`src/rtl/seq_divider_16by8.sv`:
```
// ----------------------------------------------------------------------------
// seq_divider_16by8
//   Sequential radix-2 restoring divider. Divides an unsigned DIVIDEND_W-bit
//   dividend by an unsigned DIVISOR_W-bit divisor and produces one quotient
//   bit per clock. q * divisor + r reproduces the dividend, so products from
//   the 8x8 multiplier datapath round-trip through this block.
//
//   Parameters
//     DIVIDEND_W  dividend/quotient width and iteration count (default 16)
//     DIVISOR_W   divisor/remainder width, <= DIVIDEND_W      (default 8)
//
//   Ports
//     clk        rising-edge clock
//     rst_n      asynchronous active-low reset
//     in_valid   operand pair presented
//     in_ready   divider idle and able to accept operands
//     dividend   unsigned dividend, sampled on in_valid && in_ready
//     divisor    unsigned divisor,  sampled on in_valid && in_ready
//     out_valid  result valid, held until out_ready
//     out_ready  consumer accepts result
//     quotient   unsigned quotient
//     remainder  unsigned remainder
//     div_zero   (DIV_ZERO_ERR_EN only) result came from a zero divisor
//
//   Optional feature macro: DIV_ZERO_ERR_EN
//     Defined   - div_zero port present; a zero divisor skips the iteration
//                 and completes with latency 1.
//     Undefined - a zero divisor runs the full iteration (all trials pass).
//
//   Timing: accept edge -> out_valid high is DIVIDEND_W+1 clocks. The last
//   of those clocks is the result write into the output registers in DONE.
// ----------------------------------------------------------------------------
module seq_divider_16by8 #(
    parameter int DIVIDEND_W = 16,
    parameter int DIVISOR_W  = 8
) (
    input  logic                  clk,
    input  logic                  rst_n,
    input  logic                  in_valid,
    output logic                  in_ready,
    input  logic [DIVIDEND_W-1:0] dividend,
    input  logic [DIVISOR_W-1:0]  divisor,
    output logic                  out_valid,
    input  logic                  out_ready,
    output logic [DIVIDEND_W-1:0] quotient,
    output logic [DIVISOR_W-1:0]  remainder
`ifdef DIV_ZERO_ERR_EN
    ,
    output logic                  div_zero
`endif
);

    localparam int CNT_W = (DIVIDEND_W > 1) ? $clog2(DIVIDEND_W) : 1;

    typedef enum logic [1:0] {
        IDLE,
        CALC,
        DONE
    } state_t;

    state_t state, state_nxt;

    logic [DIVIDEND_W-1:0] dvd;      // dividend, shifted out MSB first
    logic [DIVISOR_W-1:0]  dvs;      // latched divisor
    logic [DIVISOR_W-1:0]  pr;       // partial remainder between iterations
    logic [DIVIDEND_W-1:0] q;        // quotient being assembled
    logic [CNT_W-1:0]      count;

    logic                  accept;
    logic                  last;
    logic                  zero_fast;

    // Iteration datapath
    logic [DIVISOR_W:0]    pr_sh;    // shifted partial remainder (DIVISOR_W+1 bits)
    logic                  trial_ok; // pr_sh - divisor >= 0
    logic [DIVISOR_W-1:0]  diff;

    assign in_ready = (state == IDLE);
    assign accept   = in_valid && (state == IDLE);
    assign last     = (count == '0);

`ifdef DIV_ZERO_ERR_EN
    assign zero_fast = (divisor == '0);
    logic dz_pend;
`else
    assign zero_fast = 1'b0;
`endif

    assign pr_sh    = {pr, dvd[DIVIDEND_W-1]};
    assign trial_ok = (pr_sh >= {1'b0, dvs});
    // A successful trial always leaves a value below 2**DIVISOR_W (it is
    // either < divisor, or the low bits of pr_sh when divisor is zero), so
    // the subtraction can be done modulo 2**DIVISOR_W.
    assign diff     = pr_sh[DIVISOR_W-1:0] - dvs;

    // ------------------------------------------------------------------
    // State register
    // ------------------------------------------------------------------
    always_ff @(posedge clk or negedge rst_n) begin
        if (!rst_n) begin
            state <= IDLE;
        end else begin
            state <= state_nxt;
        end
    end

    // ------------------------------------------------------------------
    // Next-state logic
    // ------------------------------------------------------------------
    always_comb begin
        state_nxt = state;
        unique case (state)
            IDLE: begin
                if (accept) begin
                    state_nxt = zero_fast ? DONE : CALC;
                end
            end
            CALC: begin
                if (last) begin
                    state_nxt = DONE;
                end
            end
            DONE: begin
                if (out_valid && out_ready) begin
                    state_nxt = IDLE;
                end
            end
            default: state_nxt = IDLE;
        endcase
    end

    // ------------------------------------------------------------------
    // Datapath and output registers
    // ------------------------------------------------------------------
    always_ff @(posedge clk or negedge rst_n) begin
        if (!rst_n) begin
            dvd       <= '0;
            dvs       <= '0;
            pr        <= '0;
            q         <= '0;
            count     <= '0;
            out_valid <= 1'b0;
            quotient  <= '0;
            remainder <= '0;
`ifdef DIV_ZERO_ERR_EN
            dz_pend   <= 1'b0;
            div_zero  <= 1'b0;
`endif
        end else begin
            unique case (state)
                IDLE: begin
                    if (accept) begin
                        dvd   <= dividend;
                        dvs   <= divisor;
                        count <= CNT_W'(DIVIDEND_W - 1);
`ifdef DIV_ZERO_ERR_EN
                        dz_pend  <= zero_fast;
                        div_zero <= 1'b0;
`endif
                        if (zero_fast) begin
                            // Same result the full iteration would give.
                            q  <= '1;
                            pr <= dividend[DIVISOR_W-1:0];
                        end else begin
                            q  <= '0;
                            pr <= '0;
                        end
                    end
                end
                CALC: begin
                    dvd <= dvd << 1;
                    q   <= {q[DIVIDEND_W-2:0], trial_ok};
                    pr  <= trial_ok ? diff : pr_sh[DIVISOR_W-1:0];
                    if (!last) begin
                        count <= count - 1'b1;
                    end
                end
                DONE: begin
                    if (!out_valid) begin
                        out_valid <= 1'b1;
                        quotient  <= q;
                        remainder <= pr;
`ifdef DIV_ZERO_ERR_EN
                        div_zero  <= dz_pend;
`endif
                    end else if (out_ready) begin
                        out_valid <= 1'b0;
                    end
                end
                default: ;
            endcase
        end
    end

endmodule

```
`config.mk`:
```
export PLATFORM = sky130hd
export DESIGN_NAME = seq_divider_16by8
export DESIGN_NICKNAME = d
export VERILOG_FILES = /design/src/rtl/seq_divider_16by8.sv
export SDC_FILE = /design/constraint.sdc
export NUM_CORES = 1
export LEC_CHECK = 0
export BUFFER_PORTS_ARGS = -buffer_cell sky130_fd_sc_hd__buf_2
export CORE_ASPECT_RATIO = 1.1
export CORE_UTILIZATION = 60
export CTS_CLUSTER_DIAMETER = 30
export CTS_CLUSTER_SIZE = 12
export DETAILED_ROUTE_END_ITERATION = 8
export PLACE_DENSITY_LB_ADDON = 0.25
export SETUP_SLACK_MARGIN = 0.3
export SYNTH_ARGS = -nofsm -noshare
export SYNTH_HDL_FRONTEND = slang
export SYNTH_SLANG_ARGS = --single-unit
```
`constraint.sdc`:
```
create_clock -name clk -period 2.7 [get_ports clk]
set_input_delay 0.54 -clock clk [delete_from_list [all_inputs] [get_ports clk]]
set_output_delay 0.54 -clock clk [all_outputs]
set_load 0.05 [all_outputs]
```
After elaboration in Yosys (flattened, before gate mapping) --
Cells that the tools add are included.
Cells by class: add/subtract/negate cells 2, $lt $le $gt $ge 1, equality and inequality tests 6, mux-type cells 16, bitwise logic cells 1, reduce and logical (&&, ||, !) cells 10
Operator list (count):
- 16-bit one-hot mux with 2 select lines | 2
- 16-bit 2-to-1 mux | 2
- 8-bit 2-to-1 mux | 2
- 8-bit one-hot mux with 2 select lines | 1
- 9-bit by 8-bit greater-or-equal comparator with 1-bit output | 1
- 4-bit 2-to-1 mux | 2
- 4-bit one-hot mux with 2 select lines | 1
- 8-bit subtractor | 1
- 2-bit 2-to-1 mux | 3
- 2-bit != test (second input constant) | 3
- 2-bit one-hot mux with 3 select lines | 1
- 2-bit AND reduction | 3
- 3-bit AND reduction | 2
- 4-bit logical NOT | 1
- 4-bit by 1-bit subtractor with 4-bit output (second input constant) | 1
- 2-bit by 1-bit equality test with 1-bit output (second input constant) | 1
- 2-bit equality test (second input constant) | 1
- 1-bit logical AND | 2
- 2-bit logical NOT | 1
- 1-bit 2-to-1 mux | 2
- 2-bit by 1-bit != test with 1-bit output (second input constant) | 1
- 2-bit nonzero test | 1
- 1-bit inverter | 1
Word-level totals: bits in registers 79, bits of input ports 28, output and inout port bits 26

Logic depth before layout (Yosys ltp) --
Gate-level depths: netlist (run 1).
depth after elaboration 4, gate-level depth with buffers 9

Worst setup path before layout (run 1) --
Ideal clock, no wire load.
kind flip-flop to flip-flop, start point reg state[0], end point reg dvs[1], library setup time 0.131 ns, arrival time 1.909 ns, required time 2.569 ns, path slack 0.660 ns, cell stages (with the launch flop) 6, buffers on the path 2, clock period less this slack 2.040 ns, path through dfrtp_1 nor2_1 and2_1 clkbuf_1 clkbuf_1 o21ai_0
Between the ends: cells in the longest elaborated chain, start to end 3
RTL lines:
- start: declaration | line 61 | state_t state, state_nxt;
- start signal: assignment | line 103 | state <= state_nxt;
- 2-bit logical NOT *
- net in_ready | line 40 | output logic in_ready,
- 1-bit logical AND | line 79 | assign accept = in_valid && (state == IDLE);
- 2-bit AND reduction (no line) *
- end signal: assignment | line 154 | dvs <= divisor;
- end: declaration | line 64 | logic [DIVISOR_W-1:0] dvs;
Mark *: on every way through the listed nets, which the timed path passes. The rest lies on a longest branch. A chain may end at the register's enable or synchronous reset.

Final worst setup path (run 1) --
start point reg pr[5], end point reg pr[7]
Between the ends: cells in the longest elaborated chain, start to end 3, elaborated cells between the ends (all ways) 4, those cells by class 1 x add/sub; 1 x order compare; 2 x mux
RTL lines:
- start: declaration | line 65 | logic [DIVISOR_W-1:0] pr;
- start signal: assignment | line 163 | pr <= dividend[DIVISOR_W-1:0];
- start signal: assignment | line 173 | pr <= trial_ok ? diff : pr_sh[DIVISOR_W-1:0];
- 8-bit subtractor / 9-bit by 8-bit greater-or-equal comparator with 1-bit output (equally long branches) | line 94, 90
- 8-bit 2-to-1 mux * | line 173
- 8-bit one-hot mux with 2 select lines * | line 150 | unique case (state)
Every way passes the cells marked *; elsewhere a longest branch is shown, timed or not.

==> impl_metrics.yaml, run 1 <==
yosys:
  synth_fp_nets: 344
  synth-seq-cells: 79
  ys_types: 37
  synth_edf_count: 0
  yosysMostFrequentCell: "dfrtp_1"
  ys_warn_count: 0
  yosys-top-cells-count: "dfrtp_1, nand2_1, o21ai_0, mux2_2, a22o_1"
  synth_ff_type: "dfrtp_1"
  synth_area_leaders: "dfrtp_1, mux2_2, mux2i_1"
  netlist_instances: 306
  postSynthAreaPerCell_um2: 11.5
  async_flop_share_pct: 100
  yosysTopAreaCell: "dfrtp_1"
  yosysSeqAreaShare_pct: 56.3
  synth_top_area_share_pct: 56.3
  syn-cell-area_um2: 3510
routing:
  initialDrtViolationCount: 155
  wirelength_mm: 6.56
  wire_per_inst_um: 14.9
  drc: 0
  num_vias: 2477
  dr.pass1.iters: 4
  ant_nets: 0
  via_per_inst: 5.64
finish:
  fill_cells: 395
  syn2layout_area_growth_pct: 16.1
  regArea_um2: 1980
  layout-drive-gt1-share_pct: 28.8
  multi_input_area_um2: 1450
  diodes: 0
  nets: 397
power_and_ir_drop:
  seqPwrFrac_pct: 36.7
  power.switching_mw: 2.15
  p_int_mw: 3.11
  swShare_pct: 40.9
  ir_worst_vdd_v: 0.000894
  p_leak_nw: 2.07
  comb_power_share_pct: 45.9
  power_density_nw_per_um2: 1290
  pwr-share-clk_pct: 17.4
die:
  initial_core_util_pct: 63.9
  die_w_um: 75.0
  io_pins: 54
  core_area_um2: 5500
  dieArea_um2: 6170
  placementRows: 28
  die_y_um: 82.3
global_routing:
  gr-total-overflow: 0
  grt_pass1_wl_mm: 10.7
  antenna_found_initial: 0
  grt_pass1_vias: 2381
  grt_usage_pct: 23.3
  grt_max_degree: 80
placement:
  hpwlAfterDp_mm: 4.40
  gp_congestion: 0.875
  port_buffers: 53
cts:
  hold_buffers: 0
  h-tree-depth: 3
  cts_sinks: 79
  clockRootBuffer: "clkbuf_8"
  clk_path_buf_depth: 2
  cts_made_buffers: 9
  clkTransAtPathRegs_ps: 80
  clk_latency_ps: 340
  post_cts_buffers: 0
  cts_resized: 0
  cts_tree: "yes"
outcome:
  status: "finished, final reports clean"
sta:
  tightest_slew_ps: 959
  setup_viol: 0
  period_needed_ps: 2160
  hold_ws_ps: 354
  hold_viol_final: 0
  finalSetupTns_ps: 0
  maxSlewHeadroom_pct: 36.1
  timing.fmax_ghz: 0.463
  min_period_over_period_pct: 80.1
  skew_ps: 7.33
  drv_slew: 0
  rsz0062_at_grt: "no"
worst_setup_path:
  end_kind: "flip-flop"
  cp.arrival_ps: 2390
  r2r-start: "pr[5]"
  path_class: "reg2reg"
  crit_required_ps: 2930
  crit_path_start: "pr[5]"
  cp_max_fo: 16
  start_kind: "flip-flop"
run:
  max-cap-violations: 0
hold_path:
  hold_class: "in2async"
[cells in the final DEF, fill, tap and decap left out, types with 2 or more instances in the layout]
master and n:
a21oi_1 9, a22o_1 18, a32oi_1 2, buf_2 52, buf_4 5, clkbuf_8 11, clkinvlp_4 2, dfrtp_1 79
ha_1 9, inv_1 12, inv_6 2, mux2_2 25, mux2i_1 17, nand2_1 41, nand2b_1 3, nand3_1 2
nor2_1 8, nor2b_1 4, nor3_1 6, o21a_1 2, o21ai_0 30, o21ai_1 2, xor2_1 3
[through the flow]
step / instances / instance area (um^2) / util, % / power, mW / setup WS (ps)
2_1_floorplan: 306 / 3510 / - / 3.79 / 660
3_3_place_gp: 423 / 3860 / 70.1 / 4.21 / 596
5_1_grt: 439 / 4080 / 74.2 / 5.64 / 391
3_5_place_dp: 423 / 3860 / 70.1 / 4.33 / 490
4_1_cts: 439 / 4070 / 74.0 / 5.25 / 483
6_report: 439 / 4080 / 74.2 / 5.27 / 538
[sequential cells by signal, indices dropped and copies added (netlist names)]
signal / flops
pr: 8
quotient: 16
dvs: 8
out_valid: 1
remainder: 8
q: 16
dvd: 16
state: 2
count: 4
[power by group through the flow]
stage	combinational, mW	sequential (mW)	clock, mW
after floorplan	1.73	2.06	0
after global placement	2.28	1.93	0
after detailed placement	2.37	1.96	0
after CTS	2.39	1.93	0.928
after global routing	2.67	1.99	0.981
final	2.42	1.94	0.916
[critical path, stage by stage (launching register included)]
cell and delay (ps):
dfrtp_1 420, ha_1 400, nand3_1 150, nor2_1 260
a21oi_4 180, a311oi_1 270, o21ai_1 110, a32o_1 260
[path summary, 6_finish.rpt]
| check | endpoint | slack, ps | depth (start not counted) |
|---|---|---|---|
| worst min-delay path | dvs[2] | 350 | 1 |
| worst max register to register | pr[7] | 540 | 7 |
| worst min register to register | dvd[10] | 480 | 2 |
| max in group asynchronous | remainder[5] | 1730 | 1 |
| min in group clk | dvs[5] | 400 | 3 |
| worst max-delay path | pr[7] | 540 | 7 |
[per-layer routing]
layer | share of wire, % | track usage (%) | wire length, um | vias up
li1 | - | - | - | 1183
met1 | 44 | 30.5 | 2900 | 1214
met2 | 49 | 38.0 | 3220 | 66
met3 | 4.6 | 4.37 | 302 | 14
met4 | 2.1 | 10.0 | 136 | 0
met5 | 0 | 0 | 0 | -
[kinds of logic after synthesis]
family                     count (synthesis)  share of synthesized area (%)
AOI/OAI and AO/OA                         74                           14.3
xor gates and xnor gates                   3                          0.748
adders and majority gates                 10                           3.78
buffers and inverters                     27                           3.24
DFF                                       79                           56.3
muxes                                     42                           12.9
and+or+nand+nor                           71                           8.83
[cell type report]
type / count / area share [%]
clock buffers: 11 / 3.71
clock inverters: 5 / 1.53
inverters: 12 / 1.10
multi-input cells: 200 / 35.6
flip-flops and latches: 79 / 48.5
well taps: 75 / 2.30
repair buffers: 57 / 7.30
Power figures use the tool's default switching activity.
==> run 2, diff against run 1 <==
- CORE_UTILIZATION: 60 -> 56
- clock period: 2.7 -> 2.2 ns (I/O delays scaled with it)
==> run 2 against run 1 <==
Cell count rose by 5.9%; wire length rose by 9.9%; combinational power rose by 60%; clock-buffer cell count did not move; worst setup slack got worse by 280 ps; non-clock buffer count rose by 24; power rose by 40%; utilization rose by 0.24 points; clock power rose by 24%; global-route usage fell by 0.64 points; sequential cell count did not move.
==> impl_metrics.yaml, run 2 (same netlist as run 1, synthesis figures left out) <==
worst_setup_path:
  crit_path_start: "dvd[15]"
  r2r_cells: 9
  start_kind: "flip-flop"
  path_class: "reg2reg"
  rrSetupSlack_ps: 250
  cp.arrival_ps: 2240
  cp_max_fo: 7
  r2r-start: "dvd[15]"
  r2r_end: "pr[6]"
  end_kind: "flip-flop"
  crit_required_ps: 2500
sta:
  drv_slew: 0
  hold_viol_final: 0
  finalSetupTns_ps: 0
  maxSlewHeadroom_pct: 68.4
  rsz0062_at_grt: "yes"
  setup_viol: 0
  skew_ps: 12.8
  tightest_slew_ps: 474
  timing.fmax_ghz: 0.514
  min_period_over_period_pct: 88.4
  fin_ws_ps: 255
  hold_ws_ps: 39.3
  period_needed_ps: 1950
routing:
  wirelength_mm: 7.21
  wire_per_inst_um: 15.5
  via_per_inst: 5.51
  ant_nets: 0
  drc: 0
  initialDrtViolationCount: 125
  dr.pass1.iters: 4
  num_vias: 2560
finish:
  fill_cells: 392
  diodes: 0
  nets: 421
  final_cell_count_no_fill: 465
  syn2layout_area_growth_pct: 25.2
  mostFrequentLayoutCells: "dfrtp_1, buf_2, nand2_1"
  reg.largest.list: "dvd: 16 flops, q: 16 flops, quotient: 16 flops"
  layout_commonest_cell: "dfrtp_1"
  layout-drive-gt1-share_pct: 37.9
global_routing:
  grt_pass1_wl_mm: 11.5
  grt_use_met1_pct: 30.1
  grt_max_degree: 44
  grt_util_met2_pct: 35.6
  gr-total-overflow: 0
  grt_most_used_layer: "met2"
  grt_use_met3_pct: 4.73
  antenna_found_initial: 0
  grt_usage_pct: 22.7
  grt_pass1_vias: 2504
die:
  dieArea_um2: 6600
  die_y_um: 85.1
  die_w_um: 77.5
  io_pins: 54
  placementRows: 29
  core_area_um2: 5910
  initial_core_util_pct: 59.4
power_and_ir_drop:
  ir_worst_vdd_v: 0.00107
  p_leak_nw: 2.21
  power_density_nw_per_um2: 1680
cts:
  cts_sinks: 79
  clk_latency_ps: 360
  clk_path_buf_depth: 2
  cts_tree: "yes"
  clockRootBuffer: "clkbuf_8"
  h-tree-depth: 3
  clkTransAtPathRegs_ps: 80
  cts_made_buffers: 9
outcome:
  status: "finished, final reports clean"
placement:
  gp_congestion: 0.878
  dp_slack_ps: 180
  place_inst: 430
  hpwlAfterDp_mm: 4.38
  port_buffers: 53
run:
  max-cap-violations: 0
hold_path:
  hold_class: "in2async"
run 2: changes by cell type in the layout (fill, tap and decap cells not counted), moves of 2 or more:
cell,change
a21oi_1,-2
a21oi_2,+2
buf_4,+22
ha_1,-6
ha_4,+6
nor3_1,-2
nor3_2,+2
run 2: metal layers:
| layer | vias to the layer above | part of all wire [%] |
|---|---|---|
| met5 | - | 0 |
| met4 | 0 | 2.5 |
| met3 | 18 | 4.4 |
| met2 | 65 | 49 |
| met1 | 1239 | 44 |
| li1 | 1238 | - |
run 2: report_power, final:
group	switching [mW]	leakage (nW)	internal (mW)	total, mW
Combinational	2.05	1.10	1.83	3.88
Clock	0.546	0.107	0.596	1.14
Sequential	0.366	1.01	2.01	2.37
Total	2.96	2.21	4.43	7.39
run 2: repair_timing:
action	CTS	global route
setup endpoints to repair	4	7
buffers inserted	9	10
hold buffers	0	0
pin swaps	4	4
gates resized for setup	7	13
run 2: final cells by class:
cell class                 instances  area [um^2]  share of cell area [%]
clock inverter                     5         63.8                    1.45
tap                               77         96.3                    2.19
inverter                          12         45.0                    1.02
sequential                        79         1980                    45.0
multi-input combinational        200         1570                    35.7
clock buffer                      11          151                    3.44
timing repair buffer              81          494                    11.2
run 2: through the flow:
step           utilization (%)  instance area (um^2)  total power [mW]
5_1_grt                   74.4                  4400              7.84
2_1_floorplan                -                  3520              4.66
3_3_place_gp              66.2                  3910              5.26
4_1_cts                   72.2                  4270              6.88
6_report                  74.4                  4400              7.39
3_5_place_dp              66.2                  3910              5.37
run 2: worst max-delay path by stage:
stage | endpoint | slack (ps) | depth (start not counted)
final | pr[6] | 250 | 9
after global routing | pr[6] | 210 | 9
after CTS | pr[7] | 300 | 7
after detailed placement | pr[6] | 180 | 8
after global placement | pr[6] | 250 | 8
after floorplan | pr[7] | 350 | 8
run 2: critical path, stage by stage, from the launching register on:
cell and delay [ps]:
dfrtp_1 370, inv_1 50, ha_1 230, nor2b_1 180, o21ai_4 170, a21oi_2 90
buf_6 140, or3_4 330, mux2_4 280, nand2_1 50
==> run 3, diff against run 2 <==
- CORE_UTILIZATION: 56 -> 60
- clock period: 2.2 -> 2.5 ns (I/O delays scaled with it)
==> run 3 against run 2 <==
Clock skew fell by 3.9 ps; sequential cell count unchanged; fmax down 8.4%; global-route usage rose by 2.6 points; die area is 6.5% lower; sequential share of layout area up 2.8 points; largest cell class unchanged.
==> impl_metrics.yaml, run 3 (same netlist as run 1, synthesis figures left out) <==
global_routing:
  grt_usage_pct: 25.2
  antenna_found_initial: 0
  gr-total-overflow: 0
  grt_max_degree: 56
  grt_pass1_vias: 2540
  grt_pass1_wl_mm: 11.3
worst_setup_path:
  r2r-start: "pr[5]"
  path_class: "reg2reg"
  cp_max_fo: 13
  cpPeakStageDelay_ps: 450
  start_kind: "flip-flop"
  r2r_cells: 8
  cp-endpoint: "pr[7]"
  crit_path_start: "pr[5]"
  rrSetupSlack_ps: 380
  crit_required_ps: 2750
  slowest_stage: "dfrtp_1"
  r2r_end: "pr[7]"
  end_kind: "flip-flop"
  crit_chain: "ha_4, nand3_1, o221ai_2, a21oi_2, buf_4, a311oi_1, o21ai_1, a32o_1"
  cp.arrival_ps: 2370
sta:
  hold_viol_final: 0
  skew_ps: 8.88
  rsz0062_at_grt: "no"
  tightest_slew_ps: 711
  setup_viol: 0
  maxSlewHeadroom_pct: 52.5
  timing.fmax_ghz: 0.471
  min_period_over_period_pct: 85.0
  finalSetupTns_ps: 0
  fin_ws_ps: 376
  drv_slew: 0
  period_needed_ps: 2120
placement:
  gp_congestion: 0.835
  port_buffers: 53
  dp_slack_ps: 398
  hpwlAfterDp_mm: 4.64
finish:
  layout-drive-gt1-share_pct: 29.8
  fin_util_pct: 75.3
  syn2layout_area_growth_pct: 17.9
  diodes: 0
  reg.largest.list: "dvd: 16 flops, q: 16 flops, quotient: 16 flops"
  nets: 400
  layout_commonest_cell: "dfrtp_1"
  regArea_um2: 1980
  fill_cells: 380
  mostFrequentLayoutCells: "dfrtp_1, buf_2, nand2_1"
  multi_input_area_um2: 1470
cts:
  post_cts_buffers: 0
  cts_tree: "yes"
  clk_path_buf_depth: 2
  cts_made_buffers: 9
  hold_buffers: 0
  h-tree-depth: 3
  clk_latency_ps: 350
  cts_sinks: 79
  clockRootBuffer: "clkbuf_8"
  clkTransAtPathRegs_ps: 80
hold_path:
  hold_class: "in2async"
outcome:
  status: "finished, final reports clean"
die:
  dieArea_um2: 6170
  initial_core_util_pct: 63.9
  io_pins: 54
  core_area_um2: 5500
  placementRows: 28
  die_w_um: 75.0
  die_y_um: 82.3
routing:
  drc: 0
  dr.pass1.iters: 4
  via_per_inst: 5.59
  wirelength_mm: 6.94
  initialDrtViolationCount: 152
  num_vias: 2464
  wire_per_inst_um: 15.7
  ant_nets: 0
run:
  max-cap-violations: 0
power_and_ir_drop:
  p_leak_nw: 2.09
  finalPower_mw: 5.94
  ir_worst_vdd_v: 0.000835
  power_density_nw_per_um2: 1430
-- run 3: layout make-up --
| class | count | area share [%] |
|---|---|---|
| clock buffer | 10 | 3.08 |
| clock inverter | 5 | 2.57 |
| inverter | 12 | 1.09 |
| multi-input combinational | 200 | 35.5 |
| sequential | 79 | 47.7 |
| tap | 75 | 2.27 |
| timing repair buffer | 60 | 7.73 |
-- run 3: repair_timing --
| item | 4_1_cts | 5_1_grt |
|---|---|---|
| resized for setup | 0 | 4 |
| setup endpoints to repair | 0 | 2 |
| endpoints found under the hold margin | 0 | 0 |
-- run 3: per-stage QoR --
step,instance area (um^2),std cells,hold slack (ps)
2_1_floorplan,3510,306,204
3_3_place_gp,3880,426,462
3_5_place_dp,3880,426,472
4_1_cts,4110,441,93.7
5_1_grt,4140,441,104
6_report,4140,441,79.8
-- run 3: per-layer routing --
metal	up-vias	wire length, um	global-route usage [%]
met4	0	122	9.81
met2	56	3400	40.7
li1	1187	-	-
met1	1212	3110	32.4
met5	-	0	0
met3	9	308	6.92
-- run 3: critical path: cells and delay by family (launching register included) --
| kind | cells | cell delay (ps) |
|---|---|---|
| buffers and inverters | 1 | 190 |
| AO/OA/AOI/OAI | 5 | 920 |
| AND/OR/NAND/NOR | 1 | 130 |
| flip-flops | 1 | 450 |
| adder cells (fa/ha/maj) | 1 | 330 |
-- run 3: how the worst min path moves through the flow --
stage	from	endpoint	slack, ps	cells after the start
final	rst_n	dvs[7]	80	1
after global routing	rst_n	dvd[12]	100	1
after CTS	rst_n	dvs[7]	90	1
after detailed placement	rst_n	dvs[7]	470	1
after global placement	dvd[10]	dvd[10]	460	2
after floorplan	rst_n	count[0]	200	0
-- run 3: power breakdown --
part / total [mW] / leakage (nW) / internal [mW] / switching (mW)
combinational: 2.71 / 0.974 / 1.14 / 1.57
sequential: 2.10 / 1.01 / 1.77 / 0.339
clock: 1.12 / 0.113 / 0.662 / 0.460
